`src/rtl/mem_stage_pkg.sv`:
```
// Shared types and constants for the MEM stage: FSM state encoding, the MEM/WB
// payload layout with its bubble value, and the access wait-counter width.
package mem_stage_pkg;

    typedef enum logic [1:0] {
        ST_IDLE   = 2'd0,
        ST_ACCESS = 2'd1,
        ST_DONE   = 2'd2
    } state_t;

    localparam int CNT_W = 8;

    typedef struct packed {
        logic [31:0] alu_res;
        logic [31:0] rdata;
        logic [4:0]  rd;
        logic        reg_write;
        logic        mem_to_reg;
    } memwb_t;

    localparam memwb_t BUBBLE = '{
        alu_res:    32'h0,
        rdata:      32'h0,
        rd:         5'h0,
        reg_write:  1'b0,
        mem_to_reg: 1'b0
    };

endpackage

```
`src/rtl/memwb_reg.sv`:
```
// MEM/WB pipeline register: every edge it captures either the supplied fields
// or a bubble; asynchronous active-high reset to the bubble value.
module memwb_reg
    import mem_stage_pkg::*;
(
    input  logic   clk_i,
    input  logic   rst_i,
    input  logic   load_fields,
    input  memwb_t fields,
    output memwb_t q
);

    // NOTE: state registers use non-blocking assignments so every flop samples
    // pre-edge values, independent of the order the processes are evaluated in.
    always_ff @(posedge clk_i or posedge rst_i) begin
        if (rst_i) begin
            q <= BUBBLE;
        end else if (load_fields) begin
            q <= fields;
        end else begin
            q <= BUBBLE;
        end
    end

endmodule

```
`src/rtl/mem_access_stage.sv`:
```
// MEM stage merged with MEM/WB: runs loads/stores over a req/ack handshake,
// stalls upstream while busy, aborts after TIMEOUT cycles. Optional feature
// macro MEM_ALIGN_CHECK_EN drops misaligned accesses and pulses misalign_o.
module mem_access_stage
    import mem_stage_pkg::*;
#(
    parameter int TIMEOUT = 255
) (
    input  logic        clk_i,
    input  logic        rst_i,
    input  logic [31:0] ALU_Res_i,
    input  logic [31:0] MemWrite_Data_i,
    input  logic [4:0]  RDaddr_i,
    input  logic        RegWrite_i,
    input  logic        MemtoReg_i,
    input  logic        MemRead_i,
    input  logic        MemWrite_i,
    output logic        mem_req_o,
    output logic        mem_we_o,
    output logic [31:0] mem_addr_o,
    output logic [31:0] mem_wdata_o,
    input  logic        mem_ack_i,
    input  logic [31:0] mem_rdata_i,
    output logic        stall_o,
    output logic [31:0] ALU_Res_o,
    output logic [31:0] MemRead_Data_o,
    output logic [4:0]  RDaddr_o,
    output logic        RegWrite_o,
    output logic        MemtoReg_o,
    output logic        err_o,
    output logic        misalign_o
);

    // Timeout fires on the edge where the counter would reach TIMEOUT.
    localparam logic [CNT_W-1:0] CNT_LAST = CNT_W'(TIMEOUT - 1);

    state_t           state_q, state_d;
    logic [CNT_W-1:0] cnt_q;
    logic [31:0]      rbuf_q;
    logic             aborted_q;
    logic             err_q;
    logic             mem_op;
    logic             misaligned;
    logic             timeout_hit;
    logic             load_fields;
    memwb_t           wb_d, wb_q;

    assign mem_op      = MemRead_i | MemWrite_i;
    assign timeout_hit = (state_q == ST_ACCESS) && !mem_ack_i && (cnt_q == CNT_LAST);

`ifdef MEM_ALIGN_CHECK_EN
    logic misalign_q;

    assign misaligned = mem_op && (ALU_Res_i[1:0] != 2'b00);

    always_ff @(posedge clk_i or posedge rst_i) begin
        if (rst_i) begin
            misalign_q <= 1'b0;
        end else begin
            misalign_q <= (state_q == ST_IDLE) && misaligned;
        end
    end

    assign misalign_o = misalign_q;
`else
    assign misaligned = 1'b0;
    assign misalign_o = 1'b0;
`endif

    // NOTE: every signal written here gets a default first, so no path can
    // leave one unassigned and infer a latch.
    always_comb begin
        state_d         = state_q;
        stall_o         = 1'b0;
        load_fields     = 1'b0;
        wb_d.alu_res    = ALU_Res_i;
        wb_d.rdata      = 32'h0;
        wb_d.rd         = RDaddr_i;
        wb_d.reg_write  = RegWrite_i;
        wb_d.mem_to_reg = MemtoReg_i;

        case (state_q)
            ST_IDLE: begin
                if (misaligned) begin
                    load_fields    = 1'b1;
                    wb_d.reg_write = 1'b0;
                end else if (mem_op) begin
                    stall_o = 1'b1;
                    state_d = ST_ACCESS;
                end else begin
                    load_fields = 1'b1;
                end
            end
            ST_ACCESS: begin
                stall_o = 1'b1;
                if (mem_ack_i || timeout_hit) begin
                    state_d = ST_DONE;
                end
            end
            ST_DONE: begin
                load_fields = 1'b1;
                wb_d.rdata  = rbuf_q;
                if (aborted_q) begin
                    wb_d.reg_write = 1'b0;
                end
                state_d = ST_IDLE;
            end
            default: state_d = ST_IDLE;
        endcase
    end

    always_ff @(posedge clk_i or posedge rst_i) begin
        if (rst_i) begin
            state_q     <= ST_IDLE;
            cnt_q       <= '0;
            rbuf_q      <= 32'h0;
            aborted_q   <= 1'b0;
            err_q       <= 1'b0;
            mem_req_o   <= 1'b0;
            mem_we_o    <= 1'b0;
            mem_addr_o  <= 32'h0;
            mem_wdata_o <= 32'h0;
        end else begin
            state_q <= state_d;
            case (state_q)
                ST_IDLE: begin
                    if (mem_op && !misaligned) begin
                        mem_req_o   <= 1'b1;
                        mem_we_o    <= MemWrite_i;
                        mem_addr_o  <= ALU_Res_i;
                        mem_wdata_o <= MemWrite_Data_i;
                        cnt_q       <= '0;
                        aborted_q   <= 1'b0;
                    end
                end
                ST_ACCESS: begin
                    cnt_q <= cnt_q + 1'b1;
                    // Ack wins over a timeout landing on the same edge.
                    if (mem_ack_i) begin
                        rbuf_q    <= mem_we_o ? 32'h0 : mem_rdata_i;
                        mem_req_o <= 1'b0;
                    end else if (timeout_hit) begin
                        rbuf_q    <= 32'h0;
                        mem_req_o <= 1'b0;
                        err_q     <= 1'b1;
                        aborted_q <= 1'b1;
                    end
                end
                ST_DONE: begin
                    cnt_q     <= '0;
                    aborted_q <= 1'b0;
                end
                default: ;
            endcase
        end
    end

    memwb_reg u_memwb_reg (
        .clk_i       (clk_i),
        .rst_i       (rst_i),
        .load_fields (load_fields),
        .fields      (wb_d),
        .q           (wb_q)
    );

    assign ALU_Res_o      = wb_q.alu_res;
    assign MemRead_Data_o = wb_q.rdata;
    assign RDaddr_o       = wb_q.rd;
    assign RegWrite_o     = wb_q.reg_write;
    assign MemtoReg_o     = wb_q.mem_to_reg;
    assign err_o          = err_q;

endmodule
```
`config.mk`:
```
export PLATFORM = sky130hd
export DESIGN_NAME = mem_access_stage
export DESIGN_NICKNAME = d
export VERILOG_FILES = /design/src/rtl/mem_stage_pkg.sv /design/src/rtl/memwb_reg.sv /design/src/rtl/mem_access_stage.sv
export SDC_FILE = /design/constraint.sdc
export NUM_CORES = 1
export LEC_CHECK = 0
export ABC_CLOCK_PERIOD_IN_PS = 11300
export CAP_MARGIN = 10
export CORE_AREA = 2 2 120 133
export CTS_CLUSTER_SIZE = 40
export DETAILED_ROUTE_END_ITERATION = 8
export DIE_AREA = 0 0 122 135
export PLACE_DENSITY = 0.92
export SYNTH_ARGS = -nofsm -noshare
export SYNTH_HDL_FRONTEND = slang
export SYNTH_SLANG_ARGS = --single-unit
```
`constraint.sdc`:
```
create_clock -name clk_i -period 11.3 [get_ports clk_i]
set_input_delay 2.26 -clock clk_i [delete_from_list [all_inputs] [get_ports clk_i]]
set_output_delay 2.26 -clock clk_i [all_outputs]
set_load 0.02 [all_outputs]
```
# ---- Word-level counts from Yosys, hierarchy flattened
# Cells that the tools add are included.
# Widths: inputs -> output; s select.
dict set report op_classes {
  n_mux 24
  reduce_logical 15
  bitwise_logic 2
  addsub 1
  n_eq_ne 8
}
# operator n
set op_table {}
lappend op_table {{$mux 32} 4}
lappend op_table {{$mux 71} 1}
lappend op_table {{$pmux 8 s3} 1}
lappend op_table {{$mux 1} 10}
lappend op_table {{$add 8x1->8 const B} 1}
lappend op_table {{$eq 8x8->1 const B} 1}
lappend op_table {{$mux 8} 1}
lappend op_table {{$reduce_and 2->1} 4}
lappend op_table {{$ne 2x2->1 const B} 3}
lappend op_table {{$pmux 1 s2} 3}
lappend op_table {{$reduce_and 3->1} 2}
lappend op_table {{$mux 2} 2}
lappend op_table {{$pmux 2 s2} 1}
lappend op_table {{$reduce_and 4->1} 1}
lappend op_table {{$reduce_bool 2->1} 2}
lappend op_table {{$ne 3x3->1 const B} 1}
lappend op_table {{$pmux 1 s3} 1}
lappend op_table {{$reduce_bool 3->1} 1}
lappend op_table {{$eq 2x1->1 const B} 1}
lappend op_table {{$eq 2x2->1 const B} 1}
lappend op_table {{$logic_and 1x1->1} 2}
lappend op_table {{$logic_not 2->1} 1}
lappend op_table {{$ne 2x1->1 const B} 1}
lappend op_table {{$logic_not 1->1} 1}
lappend op_table {{other kinds (3)} 3}
dict set report word_totals {
  word_cells 64
  in_bits 108
  regBits 181
}

# ---- Depth between registers and ports, before layout
# Gate-level depths: netlist of the first run.
dict set report depth {
  ltp_word 6
  depth_mapped 6
}

# ---- By module
# Synthesis of the first run repeated with hierarchy kept, for this count alone.
dict set report hier_totals {
  hier_cells 508
  hier_area_um2 7156.9
}
# mod area_per_inst_um2 cells_per_inst seq_area_each_um2 instances
set modules_own_cells {}
lappend modules_own_cells {mem_access_stage 4808.4 358 2752.6 1}
lappend modules_own_cells {memwb_reg 2348.5 150 1776.7 1}

# ---- Least setup slack after synthesis of the first run
# Ideal clock, no wire load.
dict set report synth_timing {
  path_type {in2out}
  startpoint {in MemWrite_i}
  endpoint {out stall_o}
  path_slack_ns 6.467
  t_arrival_ns 2.573
  n_path_buf 0
  required_time_ns 9.040
  path_stages 2
  path_cell_list {nor3_1 > nor2_1}
}
dict set report synth_via {
  elab_chain_len 3
}
# item line
set synth_rtl {}
lappend synth_rtl {{start: declaration} mem_access_stage.sv:17} ;# input logic MemWrite_i,
lappend synth_rtl {{$or 1x1->1} mem_access_stage.sv:48} ;# assign mem_op = MemRead_i | MemWrite_i;
lappend synth_rtl {{$mux 1} mem_access_stage.sv:87} ;# end else if (mem_op) begin
lappend synth_rtl {{$pmux 1 s2} mem_access_stage.sv:82} ;# case (state_q)
lappend synth_rtl {{end: declaration} mem_access_stage.sv:24} ;# output logic stall_o,
# No other way between the ends.

# ---- Worst setup path after layout of the first run
# Same ends and word-level chain as after synthesis.

==> flow_metrics.tcl, run 1 <==
set metrics [dict create \
    synthArstFlopShare 1.00 \
    min_path_cells 1 \
    h-tree-depth 4 \
    post-route-min-period_ns 5.93 \
    vias 4723 \
    synth_ff_type "dfrtp_1" \
    worst_setup_path_end_kind "output port" \
    ys_ff_latch 181 \
    arrival_ns 3.67 \
    switching_share 0.330 \
    core_area_um2 15000 \
    start_kind "primary input" \
    die_w_um 122 \
    yosys_warnings 0 \
    relSlewSlack 0.277 \
    cts_resized 0 \
    synth_edf_count 0 \
    cts_num_sinks 181 \
    ctsHoldBuffers 0 \
    total_leakage_power_uw 0.00457 \
    stdcell_count 917 \
    min_from "rbuf_q[17]" \
    place.gp.congestion 0.796 \
    post_cts_buffers 0 \
    port-buffer-count 246 \
    start_util 0.466 \
    path_class "in -> out" \
    grt_max_degree 100 \
    pre_cts_ws_ns 5.36 \
    regToRegSetupSlack_ns 9.12 \
    cts_tree "built" \
    min_delay_worst_endpoint "u_memwb_reg.q[24]" \
    die_area_um2 16500 \
    drc 0 \
    die_h_um 135 \
    cts_made_buffers 17 \
    reg2reg_from "state_q[0]" \
    synth_area_per_cell_um2 14.9 \
    required_ns 9.04 \
    track_usage 0.216 \
    clk_latency_ns 0.41 \
    most-common-layout-cells "clkdlybuf4s50_1 (246), dfrtp_1 (181), and2_1 (102), mux2_4 (38), a221o_1 (33)" \
    path_max_fanout 6 \
    r2r_end "mem_wdata_o[9]" \
    p_sw_uw 914 \
    drive_above_1_share 0.151 \
    ff2ff_path_depth 4 \
    pwr-share-seq 0.371 \
    grt_pass1_wl_um 27300 \
    clkTransAtPathRegs_ns 0.06 \
    clk_path_buf_depth 2 \
    nets 819 \
    setup_viol 0 \
    antenna_found_initial 0 \
    wl_um 17500 \
    layout_commonest_cell "clkdlybuf4s50_1" \
    fin_crit_sh 0.525 \
    ys_types 44 \
    yosysSeqAreaShare 0.648 \
    setup_ws_ns 5.37 \
    synthToLayoutAreaGrowth_pct 45.2 \
    antenna_left 0 \
    rsz0062_at_grt "false" \
    root_buffer "clkbuf_16" \
    tightest_slew_ns 1.08 \
    synthCells 468 \
    slew_violations 0 \
    clkPwrFrac 0.210 \
    io_pins 248 \
    powerDensity_nw_per_um2 273 \
    fp-row-count 47 \
    synthesis.area_um2 6990 \
    dr.first_iter.drc_count 231 \
    firstDrtPassIters 4 \
    utilization 0.677 \
    hp-class "reg -> reg" \
    fmax_ghz 0.169 \
    avgViaCountPerCell 5.15 \
    pwr-share-comb 0.419 \
    grt_remaining_overflow 0 \
    fillCellCount 1000 \
    worst_clock_skew_ns 0.00765 \
    dp.cells 885 \
    design_power_total_uw 2770 \
    grt_pass1_vias 5146 \
    synth_fp_nets 578 \
    hold_viol 0 \
    worst_ir_drop_vdd_v 0.000278 \
    diodes 0 \
    avgRoutedWirePerCell_um 19.1 \
    setup-tns-final_ns 0 \
    cap_violations 0 \
    status "finished clean" \
    p_int_uw 1860 \
    hpwl_um 12100 \
]
logic make-up (layout without fill, tap and decap cells):
logic type / Yosys count / count (layout) / share of synthesized area
simple gates: 136 / 136 / 0.123
flops: 181 / 181 / 0.648
compound gates: 52 / 52 / 0.0709
mux: 64 / 64 / 0.124
other cells: 1 / 1 / 0.000537
buf+inv: 32 / 285 / 0.0303
fa+ha+maj: 2 / 2 / 0.00358
routing by layer:
metal,global-route usage,vias to the layer above,share of wire
met1,0.259,2365,0.39
met2,0.367,211,0.52
met5,0,-,0
met3,0.0511,48,0.061
met4,0.0996,0,0.033
li1,-,2099,-
power groups by stage:
stage               Combinational (µW)  Sequential (µW)  Clock [µW]
floorplan                          489             1210           0
global placement                  1120             1010           0
detailed placement                1160             1030           0
CTS                               1170             1030         594
global route                      1230             1050         628
finish                            1160             1030         582
how the worst max path moves through the flow:
| stage | to | startpoint | slack [ns] | cells past startpoint |
|---|---|---|---|---|
| 2_1_floorplan | aborted_q | rst_i | 4.12 | 1 |
| 3_3_place_gp | stall_o | MemWrite_i | 5.36 | 4 |
| 3_5_place_dp | stall_o | MemWrite_i | 5.36 | 4 |
| 4_1_cts | stall_o | MemWrite_i | 5.36 | 4 |
| 5_1_grt | stall_o | MemRead_i | 5.25 | 4 |
| 6_report | stall_o | MemWrite_i | 5.37 | 4 |
synthesized netlist by cell type (2+ instances only):
cell	instances	area share
mux2_2	26	0.042
and2_1	102	0.091
o21ai_0	3	0.0021
mux2_4	38	0.082
dfrtp_1	181	0.65
a211o_1	4	0.0050
and3_1	3	0.0027
a221o_1	33	0.047
clkbuf_1	9	0.0048
buf_6	10	0.016
nor3_1	3	0.0021
o211a_1	3	0.0043
inv_1	4	0.0021
nor2_1	3	0.0016
nor2b_1	2	0.0018
nor4_1	3	0.0027
buf_2	7	0.0050
nand2_1	4	0.0021
buf_4	2	0.0021
ha_1	2	0.0036
nand3_1	3	0.0021
registers in the layout, summed over array words and instances (netlist names):
signal         flops
state_q            2
rbuf_q            32
mem_we_o           1
aborted_q          1
err_o              1
mem_wdata_o       32
mem_addr_o        32
u_memwb_reg.q     71
mem_req_o          1
cnt_q              8
critical path, stage by stage:
cell and delay [ns]:
clkdlybuf4s50_1 0.62, nor3_1 0.09, nor2_1 0.10, clkdlybuf4s50_1 0.61
final cells by class:
class,count,area [µm²],area share
well taps,196,245,0.0242
flip-flops and latches,181,4530,0.446
repair buffers,250,2500,0.246
clock inverters,7,95.1,0.00937
clock buffers,24,492,0.0485
multi-input cells,255,2260,0.223
inverters,4,20.0,0.00197
metrics by stage:
stage	instance area [µm²]	hold WS, ns
after floorplan	6990	0.468
after global placement	9540	0.466
after detailed placement	9540	0.484
after CTS	10100	0.503
after global routing	10100	0.520
final	10100	0.506
Note: power is estimated with default switching activity, not from simulation.
==> run 2, diff against run 1 <==
--- a/config.mk
+++ b/config.mk
@@ -5,13 +5,13 @@
 export SDC_FILE = /design/constraint.sdc
 export NUM_CORES = 1
 export LEC_CHECK = 0
-export ABC_CLOCK_PERIOD_IN_PS = 11300
+export ABC_CLOCK_PERIOD_IN_PS = 5700
 export CAP_MARGIN = 10
-export CORE_AREA = 2 2 120 133
+export CORE_AREA = 2 2 122 136
 export CTS_CLUSTER_SIZE = 40
 export DETAILED_ROUTE_END_ITERATION = 8
-export DIE_AREA = 0 0 122 135
-export PLACE_DENSITY = 0.92
+export DIE_AREA = 0 0 124 138
+export PLACE_DENSITY = 0.89
 export SYNTH_ARGS = -nofsm -noshare
 export SYNTH_HDL_FRONTEND = slang
 export SYNTH_SLANG_ARGS = --single-unit
==> constraint.sdc (replaced) <==
create_clock -name clk_i -period 5.7 [get_ports clk_i]
set_input_delay 1.14 -clock clk_i [delete_from_list [all_inputs] [get_ports clk_i]]
set_output_delay 1.14 -clock clk_i [all_outputs]
set_load 0.02 [all_outputs]
==> run 2 against run 1 <==
- critical path depth unchanged
- final area is 0.89% higher
- sequential share of layout area shrank 0.39 points
- clock power rose by 120%
- worst hold slack lost 0.027 ns
- setup slack worse by 3.4 ns
- combinational power up 97%
- wire length decreased by 1.8%
- count of clock-buffer cells in the layout shrank 5
- sequential power up 98%
- critical endpoint unchanged
- largest cell class unchanged
==> flow_metrics.tcl, run 2 (synthesis gave the netlist of run 1 again) <==
set metrics [dict create \
    start_kind "primary input" \
    stdcell_area_um2 10200 \
    grt_max_degree 76 \
    path_max_fanout 6 \
    hold_viol 0 \
    required_ns 4.56 \
    critPathMaxStageDelay_ns 0.63 \
    cts_made_buffers 17 \
    rsz0062_at_grt "false" \
    grt_remaining_overflow 0 \
    drive_above_1_share 0.160 \
    clk_latency_ns 0.42 \
    grt_pass1_wl_um 26900 \
    total_leakage_power_uw 0.00461 \
    cap_violations 0 \
    clk_path_buf_depth 2 \
    cts_num_sinks 181 \
    p_sw_uw 1840 \
    post-route-min-period_ns 3.71 \
    crit_family "buffers and inverters" \
    io_pins 248 \
    place.gp.congestion 0.787 \
    status "finished clean" \
    dr.first_iter.drc_count 184 \
    root_buffer "clkbuf_16" \
    switching_share 0.328 \
    critPathBufInv 2 \
    worst_clock_skew_ns 0.0103 \
    regMostFlops "u_memwb_reg.q" \
    diodes 0 \
    pwr-share-seq 0.365 \
    path_class "in -> out" \
    h-tree-depth 4 \
    crit_slowest_cell "clkdlybuf4s50_1" \
    start_util 0.438 \
    cts_resized 0 \
    drc 0 \
    clkPwrFrac 0.226 \
    nets 822 \
    die_w_um 124 \
    pwr-share-comb 0.408 \
    antenna_found_initial 0 \
    regToRegSetupSlack_ns 3.36 \
    core_area_um2 15900 \
    port-buffer-count 246 \
    tightest_slew_ns 0.963 \
    p_int_uw 3750 \
    avgViaCountPerCell 5.10 \
    firstDrtPassIters 4 \
    ctsHoldBuffers 0 \
    antenna_left 0 \
    hpwl_um 12100 \
    worst_ir_drop_vdd_v 0.000323 \
    path_cells "clkdlybuf4s50_1 -> nor3_1 -> nor2_1 -> clkdlybuf4s50_1" \
    worst_setup_path_end_kind "output port" \
    setup-tns-final_ns 0 \
    die_h_um 138 \
    powerDensity_nw_per_um2 546 \
    crit_top_cell "clkdlybuf4s50_1" \
    track_usage 0.203 \
    wl_um 17200 \
    layout_commonest_cell "clkdlybuf4s50_1" \
    vias 4737 \
    cts_tree "built" \
    die_area_um2 17100 \
    synthToLayoutAreaGrowth_pct 46.5 \
    grt_pass1_vias 5154 \
    avgRoutedWirePerCell_um 18.5 \
    arrival_ns 2.57 \
    fin_crit_sh 0.651 \
    most-common-layout-cells "clkdlybuf4s50_1 (246), dfrtp_1 (181), and2_1 (102), mux2_4 (38), a221o_1 (33)" \
    fp-row-count 49 \
    hp-class "reg -> reg" \
    largest_reg_flops 71 \
    clkTransAtPathRegs_ns 0.07 \
    fmax_ghz 0.270 \
    post_cts_buffers 0 \
    relSlewSlack 0.356 \
    slew_violations 0 \
    placed_cell_area_um2 9580 \
    setup_viol 0 \
]
-- run 2: area by class of cell --
class                   instances  area (µm²)
well taps                     204         255
flip-flops and latches        181        4530
multi-input cells             255        2260
repair buffers                253        2520
clock buffers                  19         453
fillers                      1129        5700
clock inverters                13         193
inverters                       4        18.8
-- run 2: worst register-to-register path, stage by stage, from the launching register on --
cell and delay, ns:
dfrtp_1 0.55, nor2_2 0.12, o21ai_4 0.07, buf_4 0.43, buf_4 0.62, mux2_2 0.44
-- run 2: power groups by stage --
stage          registers [µW]  clock network [µW]  logic, µW
6_report                 2040                1270       2280
5_1_grt                  2090                1350       2430
4_1_cts                  2040                1290       2300
3_5_place_dp             2060                   0       2280
3_3_place_gp             2020                   0       2220
2_1_floorplan            2400                   0        970
-- run 2: per-stage QoR --
| step | std cells | power [µW] | hold WS, ns | worst slack (ns) | utilization |
|---|---|---|---|---|---|
| after floorplan | 468 | 3370 | 0.468 | 2.24 | - |
| after global placement | 896 | 4230 | 0.458 | 2.00 | 0.601 |
| after detailed placement | 896 | 4340 | 0.464 | 2.00 | 0.601 |
| after CTS | 928 | 5630 | 0.486 | 1.99 | 0.641 |
| after global routing | 929 | 5870 | 0.500 | 1.92 | 0.642 |
| final | 929 | 5590 | 0.480 | 1.99 | 0.642 |
-- run 2: final timing paths --
kind | endpoint | cells past startpoint | from
max | stall_o | 4 | MemWrite_i
min | err_o | 1 | err_o
max reg2reg | mem_wdata_o[9] | 5 | state_q[0]
min reg2reg | err_o | 1 | err_o
max in group asynchronous | cnt_q[2] | 4 | rst_i
min in group asynchronous | rbuf_q[18] | 3 | rst_i
-- run 2: routing by layer --
layer | share of wire | vias up | track usage
li1 | - | 2113 | -
met1 | 0.37 | 2370 | 0.230
met2 | 0.52 | 207 | 0.350
met3 | 0.077 | 47 | 0.0590
met4 | 0.036 | 0 | 0.0946
met5 | 0 | - | 0
==> RTL edit, RTL diff (flow settings as in run 1) <==
Set the package constant `CNT_W` to 9 (it was 8).
--- a/src/rtl/mem_stage_pkg.sv
+++ b/src/rtl/mem_stage_pkg.sv
@@ -9,5 +9,5 @@
     } state_t;
 
-    localparam int CNT_W = 8;
+    localparam int CNT_W = 9;
 
     typedef struct packed {
Behaviour: no difference found for any inputs over 4 cycles, from zero or initial values and one cycle with rst_i high; that may be too few to reach the edited logic, so the function may still have changed.
==> RTL edit against run 1 <==
Fmax shrank 0.96%; sequential cell count increased by 1; clock skew grew 0.0011 ns; count of clock-buffer cells in the layout shrank 5; sequential power hardly changed; area after synthesis is 1.4% lower; routed wire length shrank 2.2%; final area fell by 1.1%; setup slack worse by 0.057 ns; final cell count grew 1.3%; critical path type unchanged; power is 3.4% lower.
==> RTL edit: results <==
INSERT INTO impl_metrics (metric_group, metric, value, unit) VALUES
('final_layout', 'drive_gt1_frac', '0.151', ''),
('yosys', 'ys_top_cells_by_count', '182 x sky130_fd_sc_hd__dfrtp_1, 102 x sky130_fd_sc_hd__and2_1, 64 x sky130_fd_sc_hd__mux2_2', ''),
('placement', 'detailed_place.area', '0.00945', 'sq mm'),
('final_layout', 'final.fill_count', '1024', ''),
('yosys', 'synth.area.top_cells', 'sky130_fd_sc_hd__dfrtp_1 66%, sky130_fd_sc_hd__mux2_2 10%, sky130_fd_sc_hd__and2_1 9.3%', ''),
('final_layout', 'nNetsFinal', '831', ''),
('routing', 'detail_route.wirelength', '17.1', 'mm'),
('yosys', 'syn-num-nets', '592', ''),
('global_routing', 'pin_count_of_the_biggest_net_entering_global_routing', '105', ''),
('run_status', 'outcome', 'finished clean', ''),
('global_routing', 'grt_first_pass_wirelength', '26.4', 'mm'),
('final_layout', 'syn_to_final_growth', '45.6', '%'),
('pwr', 'power_drawn_by_the_combinational_cells', '1.09', 'mW'),
('routing', 'detail_route.iter0.violations', '262', ''),
('pwr', 'leakage', '4.28', 'nW'),
('global_routing', 'first_global_vias', '5057', ''),
('pwr', 'p_int', '1.78', 'mW'),
('placement', 'gp_congestion', '0.781', ''),
('worst_setup_path', 'cp.arrival', '3.73', 'ns'),
('pwr', 'ir_drop', '0.190', 'mV');
RTL edit: changes by cell type after synthesis, moves of 4 or more:
cell,delta
sky130_fd_sc_hd__o21ai_0,+4
sky130_fd_sc_hd__a21oi_1,+4
sky130_fd_sc_hd__buf_6,-8
sky130_fd_sc_hd__mux2_4,-38
sky130_fd_sc_hd__buf_4,+4
sky130_fd_sc_hd__a211o_1,-4
sky130_fd_sc_hd__mux2_2,+38
RTL edit: critical path, stage by stage:
cell and delay (ns):
sky130_fd_sc_hd__clkdlybuf4s50_1 0.56, sky130_fd_sc_hd__nor2_2 0.11, sky130_fd_sc_hd__a21oi_1 0.15, sky130_fd_sc_hd__clkdlybuf4s50_1 0.64
RTL edit: worst paths after layout:
check,start,to,slack [ns],cells after the start
worst max-delay path,MemWrite_i,stall_o,5.31,4
worst min-delay path,cnt_q[8]$_DFFE_PP0P_,cnt_q[8]$_DFFE_PP0P_,0.47,1
worst max register to register,state_q[0]$_DFFE_PP0P_,mem_wdata_o[23]$_DFFE_PP0P_,9.04,3
worst min register to register,cnt_q[8]$_DFFE_PP0P_,cnt_q[8]$_DFFE_PP0P_,0.47,1
max in group asynchronous,rst_i,mem_wdata_o[8]$_DFFE_PP0P_,7.35,3
min in group asynchronous,rst_i,rbuf_q[29]$_DFFE_PP0P_,2.40,2
RTL edit: stage by stage:
stage	hold WS [ns]	power, mW	cells
after global routing	0.512	2.81	929
final	0.466	2.68	929
after detailed placement	0.460	2.13	897
after floorplan	0.433	1.63	482
after global placement	0.452	2.07	897
after CTS	0.469	2.70	928
RTL edit: per-layer routing:
layer | GRT usage | wire length, microns | share of wire | up-vias
met2 | 0.367 | 9260 | 0.54 | 195
met3 | 0.0515 | 987 | 0.058 | 34
met4 | 0.0958 | 507 | 0.030 | 0
met1 | 0.246 | 6340 | 0.37 | 2367
li1 | - | - | - | 2151
met5 | 0 | 0 | 0 | -
RTL edit: kinds of logic after synthesis:
logic type | synth area share
adder cells (fa/ha/maj) | 0.00363
other | 0.000544
buffers and inverters | 0.0318
multiplexers | 0.108
AND/OR/NAND/NOR | 0.123
AO/OA/AOI/OAI | 0.0710
flip-flops | 0.661
XOR/XNOR | 0.00127
RTL edit: layout make-up:
| class | instances | share of cell area |
|---|---|---|
| multi-input cells | 263 | 0.212 |
| inverters | 7 | 0.00312 |
| well taps | 196 | 0.0244 |
| clock buffers | 19 | 0.0452 |
| clock inverters | 12 | 0.0105 |
| flip-flops and latches | 182 | 0.454 |
| repair buffers | 250 | 0.250 |
